File: config.mk
export PLATFORM = sky130hd
export DESIGN_NAME = rvcpu_sysctl
export DESIGN_NICKNAME = d
export VERILOG_FILES = /design/src/rtl/rvcpu_pkg.sv /design/src/rtl/rvcpu_sync_fifo.sv /design/src/rtl/rvcpu_sysctl.sv
export SDC_FILE = /design/constraint.sdc
export NUM_CORES = 1
export LEC_CHECK = 0
export ABC_AREA = 1
export CAP_MARGIN = 5
export CORE_ASPECT_RATIO = 0.7
export CORE_MARGIN = 4
export CORE_UTILIZATION = 45
export DETAILED_ROUTE_END_ITERATION = 6
export PLACE_DENSITY = 0.67
export SLEW_MARGIN = 20
export SYNTH_ARGS = -nofsm -noshare
export SYNTH_HDL_FRONTEND = slang
export SYNTH_SLANG_ARGS = --single-unit
File: constraint.sdc
create_clock -name clk -period 4.6 [get_ports clk]
set_input_delay 0.46 -clock clk [delete_from_list [all_inputs] [get_ports clk]]
set_output_delay 0.46 -clock clk [all_outputs]
set_load 0.05 [all_outputs]
File: src/rtl/rvcpu_pkg.sv
// Shared definitions for the rvcpu system-control block: register offsets,
// control FSM states and STATUS register bit positions.
package rvcpu_pkg;

    localparam logic [1:0] SYSCTL_TXDATA = 2'd0;
    localparam logic [1:0] SYSCTL_STATUS = 2'd1;
    localparam logic [1:0] SYSCTL_HALT   = 2'd2;
    localparam logic [1:0] SYSCTL_CYCLE  = 2'd3;

    typedef enum logic [1:0] {
        StRun    = 2'd0,
        StDrain  = 2'd1,
        StHalted = 2'd2
    } sysctl_state_t;

    localparam int unsigned STATUS_FULL_BIT  = 0;
    localparam int unsigned STATUS_EMPTY_BIT = 1;
    localparam int unsigned STATUS_LVL_LSB   = 8;
    localparam int unsigned STATUS_HALT_BIT  = 31;

endpackage

File: src/rtl/rvcpu_sync_fifo.sv
// Single-clock circular FIFO; pointers carry one extra wrap bit so that
// full and empty can be told apart without a separate counter.
module rvcpu_sync_fifo #(
    parameter int unsigned WIDTH = 8,
    parameter int unsigned DEPTH = 8
) (
    input  logic                     clk,
    input  logic                     rst_n,
    input  logic                     push_i,
    input  logic [WIDTH-1:0]         wdata_i,
    input  logic                     pop_i,
    output logic [WIDTH-1:0]         rdata_o,
    output logic                     full_o,
    output logic                     empty_o,
    output logic [$clog2(DEPTH):0]   level_o
);

    localparam int unsigned AW = $clog2(DEPTH);

    logic [WIDTH-1:0] mem_q [DEPTH];
    logic [AW:0]      wptr_q, wptr_d;
    logic [AW:0]      rptr_q, rptr_d;
    logic             do_push, do_pop;

    assign full_o  = (wptr_q[AW] != rptr_q[AW]) && (wptr_q[AW-1:0] == rptr_q[AW-1:0]);
    assign empty_o = (wptr_q == rptr_q);
    assign level_o = wptr_q - rptr_q;
    assign rdata_o = mem_q[rptr_q[AW-1:0]];

    assign do_push = push_i && !full_o;
    assign do_pop  = pop_i && !empty_o;

    always_comb begin
        wptr_d = wptr_q;
        rptr_d = rptr_q;
        if (do_push) wptr_d = wptr_q + 1'b1;
        if (do_pop)  rptr_d = rptr_q + 1'b1;
    end

    always_ff @(posedge clk or negedge rst_n) begin
        if (!rst_n) begin
            wptr_q <= '0;
            rptr_q <= '0;
        end else begin
            wptr_q <= wptr_d;
            rptr_q <= rptr_d;
        end
    end

    always_ff @(posedge clk) begin
        if (do_push) mem_q[wptr_q[AW-1:0]] <= wdata_i;
    end

endmodule

File: src/rtl/rvcpu_sysctl.sv
// System-control and console peripheral: buffered TX byte stream, halt with
// exit code after the console drains, and a free-running cycle counter.
module rvcpu_sysctl
    import rvcpu_pkg::*;
#(
    parameter int unsigned FIFO_DEPTH = 8,
    parameter int unsigned LVL_W      = $clog2(FIFO_DEPTH) + 1
) (
    input  logic        clk,
    input  logic        rst_n,
    input  logic        req_valid,
    input  logic        req_we,
    input  logic [3:0]  req_addr,
    input  logic [31:0] req_wdata,
    output logic        req_ready,
    output logic        rsp_valid,
    output logic [31:0] rsp_rdata,
    output logic        tx_valid,
    output logic [7:0]  tx_data,
    input  logic        tx_ready,
    output logic        halted,
    output logic [31:0] exit_code
);

    sysctl_state_t state_q, state_d;
    logic [31:0]   exit_code_q, exit_code_d;
    logic [31:0]   cycle_q, cycle_d;
    logic          rsp_valid_q, rsp_valid_d;
    logic [31:0]   rsp_rdata_q, rsp_rdata_d;

    logic [1:0]       sel;
    logic             wr_acc, rd_acc, push, pop;
    logic             fifo_full, fifo_empty;
    logic [LVL_W-1:0] fifo_level;
    logic [31:0]      status_w;
    logic             unused_addr;

    assign sel         = req_addr[3:2];
    assign unused_addr = ^req_addr[1:0];

    // Only a TXDATA push that would actually be queued can stall the bus.
    assign req_ready = !(req_valid && req_we && (sel == SYSCTL_TXDATA) &&
                         (state_q == StRun) && fifo_full);
    assign wr_acc    = req_valid && req_ready && req_we;
    assign rd_acc    = req_valid && req_ready && !req_we;
    assign push      = wr_acc && (sel == SYSCTL_TXDATA) && (state_q == StRun);
    assign pop       = tx_valid && tx_ready;
    assign tx_valid  = !fifo_empty;

    rvcpu_sync_fifo #(
        .WIDTH (8),
        .DEPTH (FIFO_DEPTH)
    ) u_tx_fifo (
        .clk     (clk),
        .rst_n   (rst_n),
        .push_i  (push),
        .wdata_i (req_wdata[7:0]),
        .pop_i   (pop),
        .rdata_o (tx_data),
        .full_o  (fifo_full),
        .empty_o (fifo_empty),
        .level_o (fifo_level)
    );

    always_comb begin
        status_w                            = '0;
        status_w[STATUS_FULL_BIT]           = fifo_full;
        status_w[STATUS_EMPTY_BIT]          = fifo_empty;
        status_w[STATUS_LVL_LSB +: LVL_W]   = fifo_level;
        status_w[STATUS_HALT_BIT]           = (state_q != StRun);
    end

    always_comb begin
        state_d     = state_q;
        exit_code_d = exit_code_q;
        case (state_q)
            StRun: begin
                if (wr_acc && (sel == SYSCTL_HALT)) begin
                    state_d     = StDrain;
                    exit_code_d = req_wdata;
                end
            end
            StDrain:  if (fifo_empty) state_d = StHalted;
            StHalted: state_d = StHalted;
            default:  state_d = StRun;
        endcase
    end

    always_comb begin
        cycle_d     = (state_q == StHalted) ? cycle_q : cycle_q + 32'd1;
        rsp_valid_d = rd_acc;
        rsp_rdata_d = '0;
        if (rd_acc) begin
            case (sel)
                SYSCTL_TXDATA: rsp_rdata_d = '0;
                SYSCTL_STATUS: rsp_rdata_d = status_w;
                SYSCTL_HALT:   rsp_rdata_d = exit_code_q;
                default:       rsp_rdata_d = cycle_q;
            endcase
        end
    end

    always_ff @(posedge clk or negedge rst_n) begin
        if (!rst_n) begin
            state_q     <= StRun;
            exit_code_q <= '0;
            cycle_q     <= '0;
            rsp_valid_q <= 1'b0;
            rsp_rdata_q <= '0;
        end else begin
            state_q     <= state_d;
            exit_code_q <= exit_code_d;
            cycle_q     <= cycle_d;
            rsp_valid_q <= rsp_valid_d;
            rsp_rdata_q <= rsp_rdata_d;
        end
    end

    assign rsp_valid = rsp_valid_q;
    assign rsp_rdata = rsp_rdata_q;
    assign halted    = (state_q == StHalted);
    assign exit_code = exit_code_q;

endmodule

==> run_results.csv <==
group,metric,value,unit
timing,setup_viol,0,
clock_network,cts_resized,0,
global_routing,antenna_found_initial,0,
die,num_rows,39,
timing,hold_viol_final,0,
logic_synthesis,synth.ff_latch_count,171,
logic_synthesis,synthDistinctLibCells,33,
outcome,status,"complete, no violations",
clock_network,cts_setup_buffers,0,
timing,relSlewSlack,35.34,%
detailed_routing,ant_nets,0,
clock_network,clk_latency,0.42,ns
timing,fmax,291.0,MHz
critical_path,cp_data_required_time,4.14,ns
logic_synthesis,yosys_warnings,0,
logic_synthesis,synth_nets,828,
clock_network,numCtsBuffers,17,
critical_path,worst-path-buf-inv,2,
logic_synthesis,synth_most_common_cell,"nand2_1",
detailed_routing,drt_iter0_drc,454,
pwr,power,5.818,mW
logic_synthesis,yosysTopAreaCell,"dfrtp_1",
timing,worst_pin_slew,0.9688,ns
critical_path,cp-end-kind,"output pin",
global_routing,track_usage,19.53,%
clock_network,clock_path_buffers,2,
logic_synthesis,synth_edf_count,64,
place,hpwl,12.45,mm
place,gp_congestion,0.8896,
die,core_area,0.01649,mm2
logic_synthesis,netlist.area_leader.share,35.01,%
critical_path,critPathMaxFanout,10,
critical_path,worstSetupStartpoint,"u_tx_fifo.rptr_q[2]",
logic_synthesis,syn_inst,776,
detailed_routing,drc,0,
critical_path,worst_ep_arrival_time,2.98,ns
logic_synthesis,synth-seq-area-share,60.14,%
pwr,vdd_drop_max,0.0003473,V
logic_synthesis,yosys-top-cells-count,"nand2_1 (221), dfrtp_1 (107), nor2_1 (84)",
die,start_util,46.37,%
run,maxCapViolations,0,
logic_synthesis,postSynthAreaPerCell,9.855,um2
logic_synthesis,yosys-top-cells-area,"dfrtp_1 (35%), edfxtp_1 (25%), nand2_1 (11%)",
logic_synthesis,synth_top_flop_cell,"dfrtp_1",
place,port_buffers,114,
critical_path,worst-setup-path-type,"reg2out",
clock_network,htree_levels,4,
detailed_routing,drt-total-wl,17.92,mm
timing,rsz0062_at_grt,"false",
pwr,power_density,607.9,mW/mm2
finish,area_delta_synth_final,25.15,%
timing,finalCritPeriodShare,74.71,%
timing,fin_worst_skew,0.008016,ns
die,die_w,163.8,um
pwr,leakagePower,3.956,nW
detailed_routing,vias_per_cell,5.032,
detailed_routing,vias,5711,
critical_path,critical_path.cell_chain,"inv_2 > ha_1 > and3_1 > nand2_1 > clkdlybuf4s50_1",
finish,num_antenna_cells,0,
clock_network,cts.clk_slew.worst_paths,0.06,ns
logic_synthesis,synth-async-reset-ratio,62.57,%
global_routing,grt_pass1_wl,28.72,mm
detailed_routing,wl_per_cell,15.79,um
clock_network,cts.sinks,171,
global_routing,grt_pass1_vias,5249,
timing,tns,0,ns
logic_synthesis,synth.cell_area,0.007647,mm2
worst_hold_path,hp-class,"in2async",
finish,postLayoutCoreUtil,58.03,%
critical_path,cp_slowest_stage_delay,0.83,ns
finish,drive_gt1_share,10.44,%
detailed_routing,drtPass1Iterations,4,
clock_network,hold_buffers,0,
die,ioPinCount,117,
timing,min_period,3.436,ns
critical_path,r2r_start,"u_tx_fifo.rptr_q[2]",
clock_network,cts_tree,"done",
die,dieArea,0.01918,mm2
critical_path,crit_family,"buffers and inverters",
finish,finalNetCount,949,
critical_path,cp-start-kind,"flop",
global_routing,grt_overflow_total,0,
critical_path,cp_slowest_cell,"clkdlybuf4s50_1",
timing,slew_violations,0,
global_routing,grt_max_degree,74,
die,die_h,117.1,um
clock_network,clockRootBuffer,"clkbuf_16",
cells by family after synthesis:
kind of cell,Yosys count,synth area share (%)
AOI/OAI and AO/OA,94,6.528
xor gates and xnor gates,24,2.847
adders and majority gates,11,1.898
buffers and inverters,82,4.483
DFF,171,60.14
muxes,31,4.565
and+or+nand+nor,363,19.54
area by class of cell:
type	count	area, um2
sequential	171	4599
clock buffer	18	429.2
fill	1461	6923
tap	225	281.5
inverter	59	221.5
timing repair buffer	125	1221
clock inverter	14	97.59
multi-input combinational	523	2720
stage by stage:
step,std cells,hold WS (ns),area [um2],worst slack [ns]
after floorplan,776,0.1644,7647,1.906
after global placement,1103,0.4879,9044,1.536
after detailed placement,1103,0.5005,9044,1.517
after CTS,1135,0.1956,9570,1.155
after global routing,1135,0.2461,9570,1.024
final,1135,0.1725,9570,1.164
power by group:
| group | total, mW | leakage [nW] | switching (mW) | internal, mW |
|---|---|---|---|---|
| logic | 2.44 | 1.73 | 1.60 | 0.840 |
| clock network | 1.29 | 0.252 | 0.599 | 0.690 |
| registers | 2.09 | 1.97 | 0.264 | 1.82 |
routing by layer:
layer	global-route usage, %	vias up	share of wire (%)
met5	0	-	0
met4	4.693	0	0.79
met3	5.040	9	7.5
met2	26.80	158	41
met1	30.88	2741	50
li1	-	2803	-
worst register-to-register path: cells and delay by family (launching register included):
| family | cells | cell delay (ns) |
|---|---|---|
| simple gates | 4 | 1.43 |
| buf+inv | 1 | 0.24 |
| flops | 1 | 0.63 |
| fa+ha+maj | 1 | 0.41 |
path summary, 6_finish.rpt:
path	endpoint	cells after the start	slack [ns]
worst min register to register	cycle_q[31]	2	0.51
worst max register to register	u_tx_fifo.mem_q[0][4]	6	1.50
worst max-delay path	tx_valid	5	1.16
worst min-delay path	rsp_rdata[23]	1	0.17
max in group asynchronous	exit_code[5]	2	3.40
min in group clk	cycle_q[31]	2	0.51
cells in the final DEF, fill, tap and decap left out, types with 2 or more instances in the layout:
cell / n
a21oi_1: 31
a31oi_1: 2
and3_1: 2
buf_4: 12
clkbuf_16: 17
clkdlybuf4s50_1: 113
clkinv_1: 2
clkinv_2: 3
clkinv_4: 3
clkinvlp_4: 3
dfrtp_1: 107
edfxtp_1: 64
ha_1: 10
inv_1: 57
inv_2: 2
inv_6: 3
mux2_2: 31
nand2_1: 221
nand2_2: 4
nand3_1: 23
nand3_2: 3
nand4_1: 6
nor2_1: 84
nor2_2: 6
nor2_4: 3
nor3_1: 6
nor3_2: 3
o21ai_0: 40
o21ai_1: 2
o22ai_1: 17
xnor2_1: 10
xor2_1: 13
registers in the layout (all words and copies together) (netlist names):
| register | cells |
|---|---|
| u_tx_fifo.mem_q | 64 |
| cycle_q | 32 |
| exit_code | 32 |
| rsp_rdata | 32 |
| u_tx_fifo.rptr_q | 4 |
| u_tx_fifo.wptr_q | 4 |
| state_q | 2 |
| rsp_valid | 1 |
(Power assumes the default switching activity.)
